--- config.mk ---
export PLATFORM = sky130hd
export DESIGN_NAME = dcache_ctrl_flat
export DESIGN_NICKNAME = d
export VERILOG_FILES = /design/src/rtl/dcache_ctrl_if.sv /design/src/rtl/dcache_ctrl.sv /design/src/flat_wrapper.sv
export SDC_FILE = /design/constraint.sdc
export NUM_CORES = 1
export LEC_CHECK = 0
export CAP_MARGIN = 20
export CORE_ASPECT_RATIO = 0.8
export CORE_MARGIN = 5
export CORE_UTILIZATION = 41
export DETAILED_ROUTE_END_ITERATION = 12
export GPL_TIMING_DRIVEN = 0
export HOLD_SLACK_MARGIN = 0.1
export PLACE_DENSITY = 0.79
export SLEW_MARGIN = 20
export SYNTH_ARGS = -nofsm -noshare
export SYNTH_HDL_FRONTEND = slang
export SYNTH_SLANG_ARGS = --single-unit
--- constraint.sdc ---
create_clock -name clk -period 2.15 [get_ports clk]
set_input_delay 0.43 -clock clk [delete_from_list [all_inputs] [get_ports clk]]
set_output_delay 0.43 -clock clk [all_outputs]
set_load 0.02 [all_outputs]
--- src/rtl/dcache_ctrl_if.sv ---
// Bundle of the CPU, cache and memory-bus signals around dcache_ctrl.
// master: the controller; slave: the CPU/cache/memory environment.
interface dcache_ctrl_if #(
  parameter int ADR_LENGTH  = 32,
  parameter int DATA_LENGTH = 32,
  parameter int CNT_WIDTH   = 16
);
  logic                   cpu_req_i;
  logic                   cpu_we_i;
  logic [ADR_LENGTH-1:0]  cpu_adr_i;
  logic [DATA_LENGTH-1:0] cpu_dat_i;
  logic [DATA_LENGTH-1:0] cpu_dat_o;
  logic                   cpu_ack_o;
  logic                   cpu_busy_o;
  logic                   cpu_err_o;

  logic                   cc_req_o;
  logic                   cc_we_o;
  logic                   cc_deload_o;
  logic [ADR_LENGTH-1:0]  cc_adr_o;
  logic [DATA_LENGTH-1:0] cc_dat_o;
  logic [DATA_LENGTH-1:0] cache_dat_i;
  logic                   cache_hit_i;
  logic                   cache_free_i;

  logic                   mem_req_o;
  logic                   mem_we_o;
  logic [ADR_LENGTH-1:0]  mem_adr_o;
  logic [DATA_LENGTH-1:0] mem_dat_o;
  logic [DATA_LENGTH-1:0] mem_dat_i;
  logic                   mem_ack_i;

  logic [CNT_WIDTH-1:0]   hit_cnt_o;
  logic [CNT_WIDTH-1:0]   miss_cnt_o;

  modport master (
    input  cpu_req_i, cpu_we_i, cpu_adr_i, cpu_dat_i,
    input  cache_dat_i, cache_hit_i, cache_free_i,
    input  mem_dat_i, mem_ack_i,
    output cpu_dat_o, cpu_ack_o, cpu_busy_o, cpu_err_o,
    output cc_req_o, cc_we_o, cc_deload_o, cc_adr_o, cc_dat_o,
    output mem_req_o, mem_we_o, mem_adr_o, mem_dat_o,
    output hit_cnt_o, miss_cnt_o
  );

  modport slave (
    output cpu_req_i, cpu_we_i, cpu_adr_i, cpu_dat_i,
    output cache_dat_i, cache_hit_i, cache_free_i,
    output mem_dat_i, mem_ack_i,
    input  cpu_dat_o, cpu_ack_o, cpu_busy_o, cpu_err_o,
    input  cc_req_o, cc_we_o, cc_deload_o, cc_adr_o, cc_dat_o,
    input  mem_req_o, mem_we_o, mem_adr_o, mem_dat_o,
    input  hit_cnt_o, miss_cnt_o
  );
endinterface

--- src/rtl/dcache_ctrl.sv ---
// Write-through, read-allocate, write-no-allocate controller in front of the 2-way data cache.
// Define DCACHE_CTRL_MEM_TIMEOUT_EN to bound memory waits to TIMEOUT_CYCLES (cpu_err_o on expiry).
//
// state  | meaning
// IDLE   | waiting for a CPU request
// LOOKUP | cache lookup strobe issued
// CHECK  | hit/free/data sampled, counters updated
// EVICT  | deload strobe to free the LRU way
// MEM_RD | memory read outstanding
// FILL   | fill strobe writes memory data into the cache
// UPDATE | store-hit write into the cache
// MEM_WR | memory write outstanding
// RESP   | one-cycle CPU acknowledge
module dcache_ctrl #(
  parameter int ADR_LENGTH     = 32,
  parameter int DATA_LENGTH    = 32,
  parameter int CNT_WIDTH      = 16,
  parameter int TIMEOUT_CYCLES = 255
) (
  input logic           clk,
  input logic           rst,
  dcache_ctrl_if.master bus
);

  typedef enum logic [3:0] {
    IDLE, LOOKUP, CHECK, EVICT, MEM_RD, FILL, UPDATE, MEM_WR, RESP
  } state_t;

  state_t                 state;
  logic [ADR_LENGTH-1:0]  adr_q;
  logic [DATA_LENGTH-1:0] dat_q;
  logic                   we_q;
  logic [DATA_LENGTH-1:0] fill_q;

  logic [DATA_LENGTH-1:0] cpu_dat;
  logic                   cpu_ack;
  logic                   cpu_busy;
  logic                   cpu_err;
  logic                   cc_req;
  logic                   cc_we;
  logic                   cc_deload;
  logic [DATA_LENGTH-1:0] cc_dat;
  logic                   mem_req;
  logic                   mem_we;
  logic [CNT_WIDTH-1:0]   hit_cnt;
  logic [CNT_WIDTH-1:0]   miss_cnt;

  logic                   timed_out;

`ifdef DCACHE_CTRL_MEM_TIMEOUT_EN
  localparam int WAIT_W = (TIMEOUT_CYCLES < 2) ? 1 : $clog2(TIMEOUT_CYCLES);

  logic [WAIT_W-1:0] wait_cnt;

  // Cleared outside the memory states, so every MEM_RD/MEM_WR entry starts from zero.
  always_ff @(posedge clk or negedge rst) begin
    if (!rst) begin
      wait_cnt <= '0;
    end else if ((state == MEM_RD || state == MEM_WR) && !bus.mem_ack_i) begin
      wait_cnt <= wait_cnt + 1'b1;
    end else begin
      wait_cnt <= '0;
    end
  end

  assign timed_out = (wait_cnt == WAIT_W'(TIMEOUT_CYCLES - 1));
`else
  logic unused_timeout;
  assign unused_timeout = (TIMEOUT_CYCLES != 0);
  assign timed_out      = 1'b0;
`endif

  always_ff @(posedge clk or negedge rst) begin
    if (!rst) begin
      state     <= IDLE;
      adr_q     <= '0;
      dat_q     <= '0;
      we_q      <= 1'b0;
      fill_q    <= '0;
      cpu_dat   <= '0;
      cpu_ack   <= 1'b0;
      cpu_busy  <= 1'b0;
      cpu_err   <= 1'b0;
      cc_req    <= 1'b0;
      cc_we     <= 1'b0;
      cc_deload <= 1'b0;
      cc_dat    <= '0;
      mem_req   <= 1'b0;
      mem_we    <= 1'b0;
      hit_cnt   <= '0;
      miss_cnt  <= '0;
    end else begin
      cc_req    <= 1'b0;
      cc_we     <= 1'b0;
      cc_deload <= 1'b0;
      cpu_ack   <= 1'b0;
      case (state)
        IDLE: begin
          if (bus.cpu_req_i) begin
            adr_q    <= bus.cpu_adr_i;
            dat_q    <= bus.cpu_dat_i;
            we_q     <= bus.cpu_we_i;
            cpu_busy <= 1'b1;
            cc_req   <= 1'b1;
            state    <= LOOKUP;
          end
        end
        LOOKUP: begin
          state <= CHECK;
        end
        CHECK: begin
          if (bus.cache_hit_i) begin
            if (hit_cnt != {CNT_WIDTH{1'b1}}) hit_cnt <= hit_cnt + 1'b1;
          end else begin
            if (miss_cnt != {CNT_WIDTH{1'b1}}) miss_cnt <= miss_cnt + 1'b1;
          end
          if (!we_q) begin
            if (bus.cache_hit_i) begin
              cpu_dat <= bus.cache_dat_i;
              cpu_ack <= 1'b1;
              state   <= RESP;
            end else if (bus.cache_free_i) begin
              mem_req <= 1'b1;
              mem_we  <= 1'b0;
              state   <= MEM_RD;
            end else begin
              cc_req    <= 1'b1;
              cc_deload <= 1'b1;
              state     <= EVICT;
            end
          end else begin
            if (bus.cache_hit_i) begin
              cc_req <= 1'b1;
              cc_we  <= 1'b1;
              cc_dat <= dat_q;
              state  <= UPDATE;
            end else begin
              mem_req <= 1'b1;
              mem_we  <= 1'b1;
              state   <= MEM_WR;
            end
          end
        end
        EVICT: begin
          mem_req <= 1'b1;
          mem_we  <= 1'b0;
          state   <= MEM_RD;
        end
        MEM_RD: begin
          // An ack in the limit cycle takes priority over the timeout.
          if (bus.mem_ack_i) begin
            mem_req <= 1'b0;
            fill_q  <= bus.mem_dat_i;
            cc_req  <= 1'b1;
            cc_we   <= 1'b1;
            cc_dat  <= bus.mem_dat_i;
            state   <= FILL;
          end else if (timed_out) begin
            mem_req <= 1'b0;
            cpu_dat <= '0;
            cpu_err <= 1'b1;
            cpu_ack <= 1'b1;
            state   <= RESP;
          end
        end
        FILL: begin
          cpu_dat <= fill_q;
          cpu_ack <= 1'b1;
          state   <= RESP;
        end
        UPDATE: begin
          mem_req <= 1'b1;
          mem_we  <= 1'b1;
          state   <= MEM_WR;
        end
        MEM_WR: begin
          if (bus.mem_ack_i || timed_out) begin
            mem_req <= 1'b0;
            mem_we  <= 1'b0;
            cpu_err <= !bus.mem_ack_i;
            cpu_ack <= 1'b1;
            state   <= RESP;
          end
        end
        RESP: begin
          cpu_busy <= 1'b0;
          cpu_err  <= 1'b0;
          state    <= IDLE;
        end
        default: begin
          state <= IDLE;
        end
      endcase
    end
  end

  // Latched address and store data feed both buses for the whole transaction.
  assign bus.cpu_dat_o   = cpu_dat;
  assign bus.cpu_ack_o   = cpu_ack;
  assign bus.cpu_busy_o  = cpu_busy;
  assign bus.cpu_err_o   = cpu_err;
  assign bus.cc_req_o    = cc_req;
  assign bus.cc_we_o     = cc_we;
  assign bus.cc_deload_o = cc_deload;
  assign bus.cc_adr_o    = adr_q;
  assign bus.cc_dat_o    = cc_dat;
  assign bus.mem_req_o   = mem_req;
  assign bus.mem_we_o    = mem_we;
  assign bus.mem_adr_o   = adr_q;
  assign bus.mem_dat_o   = dat_q;
  assign bus.hit_cnt_o   = hit_cnt;
  assign bus.miss_cnt_o  = miss_cnt;

endmodule

--- src/flat_wrapper.sv ---
// flat-port wrapper written by rule: the top's interface ports become plain ports
module dcache_ctrl_flat 
#(
  parameter int ADR_LENGTH     = 32,
  parameter int DATA_LENGTH    = 32,
  parameter int CNT_WIDTH      = 16,
  parameter int TIMEOUT_CYCLES = 255
)
  (clk, rst, bus_cpu_req_i, bus_cpu_we_i, bus_cpu_adr_i, bus_cpu_dat_i, bus_cache_dat_i, bus_cache_hit_i, bus_cache_free_i, bus_mem_dat_i, bus_mem_ack_i, bus_cpu_dat_o, bus_cpu_ack_o, bus_cpu_busy_o, bus_cpu_err_o, bus_cc_req_o, bus_cc_we_o, bus_cc_deload_o, bus_cc_adr_o, bus_cc_dat_o, bus_mem_req_o, bus_mem_we_o, bus_mem_adr_o, bus_mem_dat_o, bus_hit_cnt_o, bus_miss_cnt_o);
  dcache_ctrl_if #(.ADR_LENGTH(ADR_LENGTH), .DATA_LENGTH(DATA_LENGTH), .CNT_WIDTH(CNT_WIDTH)) bus_i ();
  input logic clk;
  input logic rst;
  input wire logic [$bits(bus_i.cpu_req_i)-1:0] bus_cpu_req_i;
  input wire logic [$bits(bus_i.cpu_we_i)-1:0] bus_cpu_we_i;
  input wire logic [$bits(bus_i.cpu_adr_i)-1:0] bus_cpu_adr_i;
  input wire logic [$bits(bus_i.cpu_dat_i)-1:0] bus_cpu_dat_i;
  input wire logic [$bits(bus_i.cache_dat_i)-1:0] bus_cache_dat_i;
  input wire logic [$bits(bus_i.cache_hit_i)-1:0] bus_cache_hit_i;
  input wire logic [$bits(bus_i.cache_free_i)-1:0] bus_cache_free_i;
  input wire logic [$bits(bus_i.mem_dat_i)-1:0] bus_mem_dat_i;
  input wire logic [$bits(bus_i.mem_ack_i)-1:0] bus_mem_ack_i;
  output wire logic [$bits(bus_i.cpu_dat_o)-1:0] bus_cpu_dat_o;
  output wire logic [$bits(bus_i.cpu_ack_o)-1:0] bus_cpu_ack_o;
  output wire logic [$bits(bus_i.cpu_busy_o)-1:0] bus_cpu_busy_o;
  output wire logic [$bits(bus_i.cpu_err_o)-1:0] bus_cpu_err_o;
  output wire logic [$bits(bus_i.cc_req_o)-1:0] bus_cc_req_o;
  output wire logic [$bits(bus_i.cc_we_o)-1:0] bus_cc_we_o;
  output wire logic [$bits(bus_i.cc_deload_o)-1:0] bus_cc_deload_o;
  output wire logic [$bits(bus_i.cc_adr_o)-1:0] bus_cc_adr_o;
  output wire logic [$bits(bus_i.cc_dat_o)-1:0] bus_cc_dat_o;
  output wire logic [$bits(bus_i.mem_req_o)-1:0] bus_mem_req_o;
  output wire logic [$bits(bus_i.mem_we_o)-1:0] bus_mem_we_o;
  output wire logic [$bits(bus_i.mem_adr_o)-1:0] bus_mem_adr_o;
  output wire logic [$bits(bus_i.mem_dat_o)-1:0] bus_mem_dat_o;
  output wire logic [$bits(bus_i.hit_cnt_o)-1:0] bus_hit_cnt_o;
  output wire logic [$bits(bus_i.miss_cnt_o)-1:0] bus_miss_cnt_o;
  assign bus_i.cpu_req_i = bus_cpu_req_i;
  assign bus_i.cpu_we_i = bus_cpu_we_i;
  assign bus_i.cpu_adr_i = bus_cpu_adr_i;
  assign bus_i.cpu_dat_i = bus_cpu_dat_i;
  assign bus_i.cache_dat_i = bus_cache_dat_i;
  assign bus_i.cache_hit_i = bus_cache_hit_i;
  assign bus_i.cache_free_i = bus_cache_free_i;
  assign bus_i.mem_dat_i = bus_mem_dat_i;
  assign bus_i.mem_ack_i = bus_mem_ack_i;
  assign bus_cpu_dat_o = bus_i.cpu_dat_o;
  assign bus_cpu_ack_o = bus_i.cpu_ack_o;
  assign bus_cpu_busy_o = bus_i.cpu_busy_o;
  assign bus_cpu_err_o = bus_i.cpu_err_o;
  assign bus_cc_req_o = bus_i.cc_req_o;
  assign bus_cc_we_o = bus_i.cc_we_o;
  assign bus_cc_deload_o = bus_i.cc_deload_o;
  assign bus_cc_adr_o = bus_i.cc_adr_o;
  assign bus_cc_dat_o = bus_i.cc_dat_o;
  assign bus_mem_req_o = bus_i.mem_req_o;
  assign bus_mem_we_o = bus_i.mem_we_o;
  assign bus_mem_adr_o = bus_i.mem_adr_o;
  assign bus_mem_dat_o = bus_i.mem_dat_o;
  assign bus_hit_cnt_o = bus_i.hit_cnt_o;
  assign bus_miss_cnt_o = bus_i.miss_cnt_o;
  dcache_ctrl #(.ADR_LENGTH(ADR_LENGTH), .DATA_LENGTH(DATA_LENGTH), .CNT_WIDTH(CNT_WIDTH), .TIMEOUT_CYCLES(TIMEOUT_CYCLES)) u_core (.clk(clk), .rst(rst), .bus(bus_i));
endmodule
# ---- After elaboration in Yosys (flattened, before gate mapping)
# Cells that the tools add are included.
dict set report classes {
  n_addsub 2
  eq_ne 19
  n_mux 42
  n_bitwise 1
  reduce_logical 21
}
# op count
set op_table {}
lappend op_table {{32-bit two-way mux} 5}
lappend op_table {{32-bit case mux with 2 select lines} 2}
lappend op_table {{16-bit by 1-bit adder with 16-bit output (second input constant)} 2}
lappend op_table {{16-bit != test (second input constant)} 2}
lappend op_table {{4-bit case mux with 8 select lines} 1}
lappend op_table {{1-bit two-way mux} 21}
lappend op_table {{4-bit two-way mux} 5}
lappend op_table {{4-bit by 3-bit equality test with 1-bit output (second input constant)} 4}
lappend op_table {{2-bit != test (second input constant)} 6}
lappend op_table {{3-bit AND reduction} 4}
lappend op_table {{4-bit AND reduction} 3}
lappend op_table {{1-bit case mux with 3 select lines} 3}
lappend op_table {{4-bit by 2-bit equality test with 1-bit output (second input constant)} 2}
lappend op_table {{2-bit AND reduction} 4}
lappend op_table {{2-bit nonzero test} 4}
lappend op_table {{1-bit case mux with 2 select lines} 3}
lappend op_table {{4-bit by 1-bit equality test with 1-bit output (second input constant)} 1}
lappend op_table {{4-bit equality test (second input constant)} 1}
lappend op_table {{4-bit zero test} 1}
lappend op_table {{2-bit by 1-bit != test with 1-bit output (second input constant)} 2}
lappend op_table {{1-bit case mux with 4 select lines} 1}
lappend op_table {{4-bit nonzero test} 1}
lappend op_table {{2-bit OR reduction} 2}
lappend op_table {{3-bit two-way mux} 1}
lappend op_table {{4 further kinds} 4}
dict set report word_totals {
  register_bits 205
  in_bits 135
  output_inout_bits 200
  wordCells 102
}

# ---- Logic depth before layout (Yosys ltp)
dict set report depth {
  depth_word 4
  mapped_depth 8
}

# ---- Worst setup path after synthesis
# OpenSTA, ideal clock, no wires.
dict set report synth_path {
  path_type {register to register}
  start {register u_core.hit_cnt[0], in the netlist u_core.bus.hit_cnt_o[0]}
  end {register u_core.hit_cnt[1], in the netlist u_core.bus.hit_cnt_o[1]}
  setup_time_ps 125
  t_arrival_ps 1956
  setup_slack_ps 70
  stages_incl_launch_ff 6
  n_path_buf 0
  synth_period_minus_slack_ps 2080
  path_cell_list {dfrtp_1 -> ha_1 -> nand4_1 -> nor4_1 -> nor2_1 -> mux2_2}
}
dict set report synth_via {
  elab_chain_len 2
  elab_cells_between_ends 3
}
# item line
set synth_lines {}
lappend synth_lines {{start, declared} dcache_ctrl.sv:45} ;# logic [CNT_WIDTH-1:0] hit_cnt;
lappend synth_lines {{start signal, assigned} dcache_ctrl.sv:113} ;# if (hit_cnt != {CNT_WIDTH{1'b1}}) hit_cnt <= hit_cnt + 1'b1;
lappend synth_lines {{branches (longest 2 deep; another with 16-bit by 1-bit adder with 16-bit output)} n/a}
# Several ways; the timed one is not identified.
# A chain may end at the register's enable or synchronous reset.

# ---- Worst setup path after layout
dict set report layout_path {
  start {register u_core.state[3]}
  end {register u_core.cpu_dat[28], in the netlist u_core.bus.cpu_dat_o[28]}
}
dict set report layout_via {
  elab_chain_len 3
  elab_cells_between_ends 7
}
# item line
set layout_lines {}
lappend layout_lines {{start, declared} dcache_ctrl.sv:29} ;# state_t state;
lappend layout_lines {{start signal, assigned} dcache_ctrl.sv:75} ;# state <= IDLE;
lappend layout_lines {{start signal, assigned} dcache_ctrl.sv:105} ;# state <= LOOKUP;
lappend layout_lines {{start signal, assigned} dcache_ctrl.sv:109} ;# state <= CHECK;
lappend layout_lines {{4-bit by 2-bit equality test with 1-bit output or 4-bit by 3-bit equality test with 1-bit output (tied branches)} dcache_ctrl.sv:97} ;# case (state)
lappend layout_lines {{2-bit != test (no source line) or 2-bit nonzero test (tied branches)} n/a}
lappend layout_lines {{3-bit AND reduction (no source line)} n/a}
lappend layout_lines {{end signal, assigned} dcache_ctrl.sv:119} ;# cpu_dat <= bus.cache_dat_i;
lappend layout_lines {{end signal, assigned} dcache_ctrl.sv:167} ;# cpu_dat <= fill_q;
lappend layout_lines {{end, declared} dcache_ctrl.sv:35} ;# logic [DATA_LENGTH-1:0] cpu_dat;
# Parallel ways exist; a longest one is shown, timed or not.

==> impl_metrics.toml <==
[pwr]
ir_drop_mv = 1.01
p_per_area_mw_per_mm2 = 1520
power_leakage_nw = 5.84

[timing]
drv_slew = 0
worst_slew_pin_slew_ns = 0.663
hold_viol = 0
rsz0062_at_grt = "yes"
fin_crit_ns = 2.12
relSlewSlack_pct = 55.4
setup_ws_ns = 0.0256
fin_worst_skew_ns = 0.0128
setup_viol = 0
finalCritPeriodShare_pct = 98.8
fmax_mhz = 471

[cells_and_area]
stdcell_count = 1378
layout.nets = 1201
nFillCells = 1710
area.sequential_sq_mm = 0.00513
synthToLayoutAreaGrowth_pct = 51.7
multi_input_area_sq_mm = 0.00362
drive_gt1_share_pct = 26.1
n_antenna_cell = 0

[place]
place_ws_ns = -0.897
dp_cells = 1336
hpwl_mm = 20.3
port-buffer-count = 334
gp_congestion = 0.849

[synth]
ys_seq_area_share_pct = 56.4
synth_ff_type = "dfrtp_1"
yosysTopAreaCell = "dfrtp_1"
synth-seq-cells = 205
synth_area_leaders = "dfrtp_1, mux2_2, mux2i_1"
synth-edff-count = 0
ys_warn_count = 0
synth_top_area_share_pct = 56.4
synth_most_common_cell = "dfrtp_1"
async_reset_ff_share_pct = 100
synth_cells = 700
synthesis.area_sq_mm = 0.00910
syn_avg_cell_area_sq_um = 13.0
synth_common_cells = "dfrtp_1, mux2_2, nand2_1"
synth.distinct_cells = 52
syn_nets = 837

[grt]
first_global_vias = 7247
grt_use_total_pct = 21.0
grt_pass1_wl_mm = 42.2
globalRouteOverflowTotal = 0
antenna_found_initial = 1
grt_max_degree = 95

[worst_setup_path]
required_ns = 2.52
critPathMaxFanout = 10
arrival_ns = 2.50
cp-start-kind = "flip-flop"
r2r-start = "u_core.state[3]"
r2r_slack_ns = 0.03
endpoint_kind = "flip-flop"
r2r_end = "u_core.bus.cpu_dat_o[28]"
crit_start = "u_core.state[3]"
worst-setup-path-type = "flip-flop to flip-flop"
reg2regPathDepth = 7

[routing]
routed_wl_mm = 27.3
drtIter0Drc = 507
drt_pre_antenna_iters = 5
vias = 6978
wl_per_cell_um = 19.8
drc = 0
vias_per_cell = 5.06
antenna_left = 0

[clocking]
cts_tree = "built"
clk_pin_slew_ns = 0.07
cts_root_buf = "clkbuf_16"
cts-htree-levels = 1
clock_sinks = 205
clockBufferDepth = 3
cts_made_buffers = 22
clkLatencyLatePin_ns = 0.50

[floorplanning]
io_pins = 335
fp.dieH_um = 143
initial_utilization_pct = 42.0
die_w_um = 177
dieArea_sq_mm = 0.0253
row_count = 48
fp.coreArea_sq_mm = 0.0217

[run]
maxCapViolCount = 0

[hold_path]
hp-class = "input pin to async pin"

[status]
outcome = "finished, final reports clean"
cell usage in the layout, fill, tap and decap left out, types with 3 or more instances in the layout:
| cell type | netlist | routed |
|---|---|---|
| clkdlybuf4s50_1 | 0 | 332 |
| dfrtp_1 | 205 | 204 |
| mux2_2 | 162 | 162 |
| nand2_1 | 44 | 44 |
| buf_4 | 32 | 41 |
| o21ai_0 | 37 | 37 |
| mux2i_1 | 34 | 34 |
| clkbuf_16 | 0 | 23 |
| nand4_1 | 18 | 18 |
| nand3_1 | 15 | 15 |
| xor2_1 | 13 | 13 |
| xnor2_1 | 13 | 13 |
| clkbuf_1 | 18 | 10 |
| buf_2 | 14 | 10 |
| nor3_1 | 9 | 9 |
| inv_1 | 7 | 7 |
| and3_1 | 7 | 7 |
| a21oi_1 | 7 | 7 |
| clkbuf_8 | 0 | 7 |
| clkbuf_2 | 0 | 6 |
| clkbuf_4 | 0 | 5 |
| nor2_1 | 6 | 4 |
| and4_1 | 4 | 4 |
| o31ai_1 | 4 | 4 |
| o22ai_1 | 3 | 3 |
| nor4_4 | 0 | 3 |
| mux2_1 | 3 | 3 |
metal layers:
metal | global-route usage [%] | share of wire, % | vias up
met5 | 0 | 0.048 | -
met4 | 3.46 | 1.5 | 2
met3 | 7.91 | 10 | 34
met2 | 34.0 | 47 | 272
met1 | 27.7 | 41 | 3455
li1 | - | - | 3215
final cells by class:
class / instances / share of cell area [%]
Buffer: 68 / 3.30
Clock buffer: 34 / 4.98
Clock inverter: 4 / 0.345
Inverter: 7 / 0.190
Multi-Input combinational cell: 420 / 26.3
Sequential cell: 205 / 37.2
Tap cell: 300 / 2.72
Timing Repair Buffer: 340 / 25.0
cells by family after synthesis:
logic type	count (synthesis)	synth area share, %
xor gates and xnor gates	26	2.50
DFF	205	56.4
buffers and inverters	75	4.69
muxes	199	24.2
adders and majority gates	2	0.275
and+or+nand+nor	128	7.76
AOI/OAI and AO/OA	65	4.21
stage by stage:
step	setup TNS [ns]	util, %	instance area [sq um]	power [mW]	hold slack, ns
global route	-3.92	63.6	13800	22.2	0.500
CTS	-4.16	63.1	13700	21.1	0.455
floorplan	0	-	9100	12.2	0.134
global placement	-1751.95	59.1	12800	16.9	0.461
detailed placement	-74.70	59.4	12900	17.1	0.407
finish	0	63.6	13800	21.0	0.472
what timing repair did:
action / in CTS / in global routing
hold endpoints to repair: 59 / 0
buffers inserted: 0 / 3
resized for setup: 25 / 31
pin swaps: 0 / 3
setup endpoints to repair: 142 / 122
hold buffers: 1 / 0
registers in the layout, indices dropped and copies added (netlist names), 4 cells and up:
name / count
u_core.bus.cc_adr_o: 32
u_core.bus.cpu_dat_o: 32
u_core.bus.cc_dat_o: 32
u_core.bus.miss_cnt_o: 16
u_core.bus.hit_cnt_o: 16
u_core.state: 4
u_core.fill_q: 32
u_core.bus.mem_dat_o: 32
worst max-delay path, stage by stage (launching register included):
cell,delay [ns]
dfrtp_1,0.35
buf_2,0.19
nand2b_2,0.25
nor3_4,0.22
buf_12,0.15
buf_4,0.20
mux2_2,0.35
mux2_1,0.28
how the worst max path moves through the flow:
| stage | to | slack, ns |
|---|---|---|
| 5_1_grt | u_core.bus.cc_dat_o[26] | -0.15 |
| 6_report | u_core.bus.cpu_dat_o[28] | 0.03 |
| 3_5_place_dp | u_core.bus.cpu_dat_o[22] | -0.90 |
| 4_1_cts | u_core.bus.cpu_dat_o[10] | -0.14 |
| 3_3_place_gp | u_core.bus.mem_dat_o[28] | -8.21 |
| 2_1_floorplan | u_core.bus.hit_cnt_o[1] | 0.07 |
where the power goes:
part,internal (mW),switching (mW),total [mW]
sequential,5.55,1.14,6.69
combinational,5.46,4.99,10.4
clock,2.31,1.53,3.84
No activity file was read; power rests on OpenSTA's default activity.
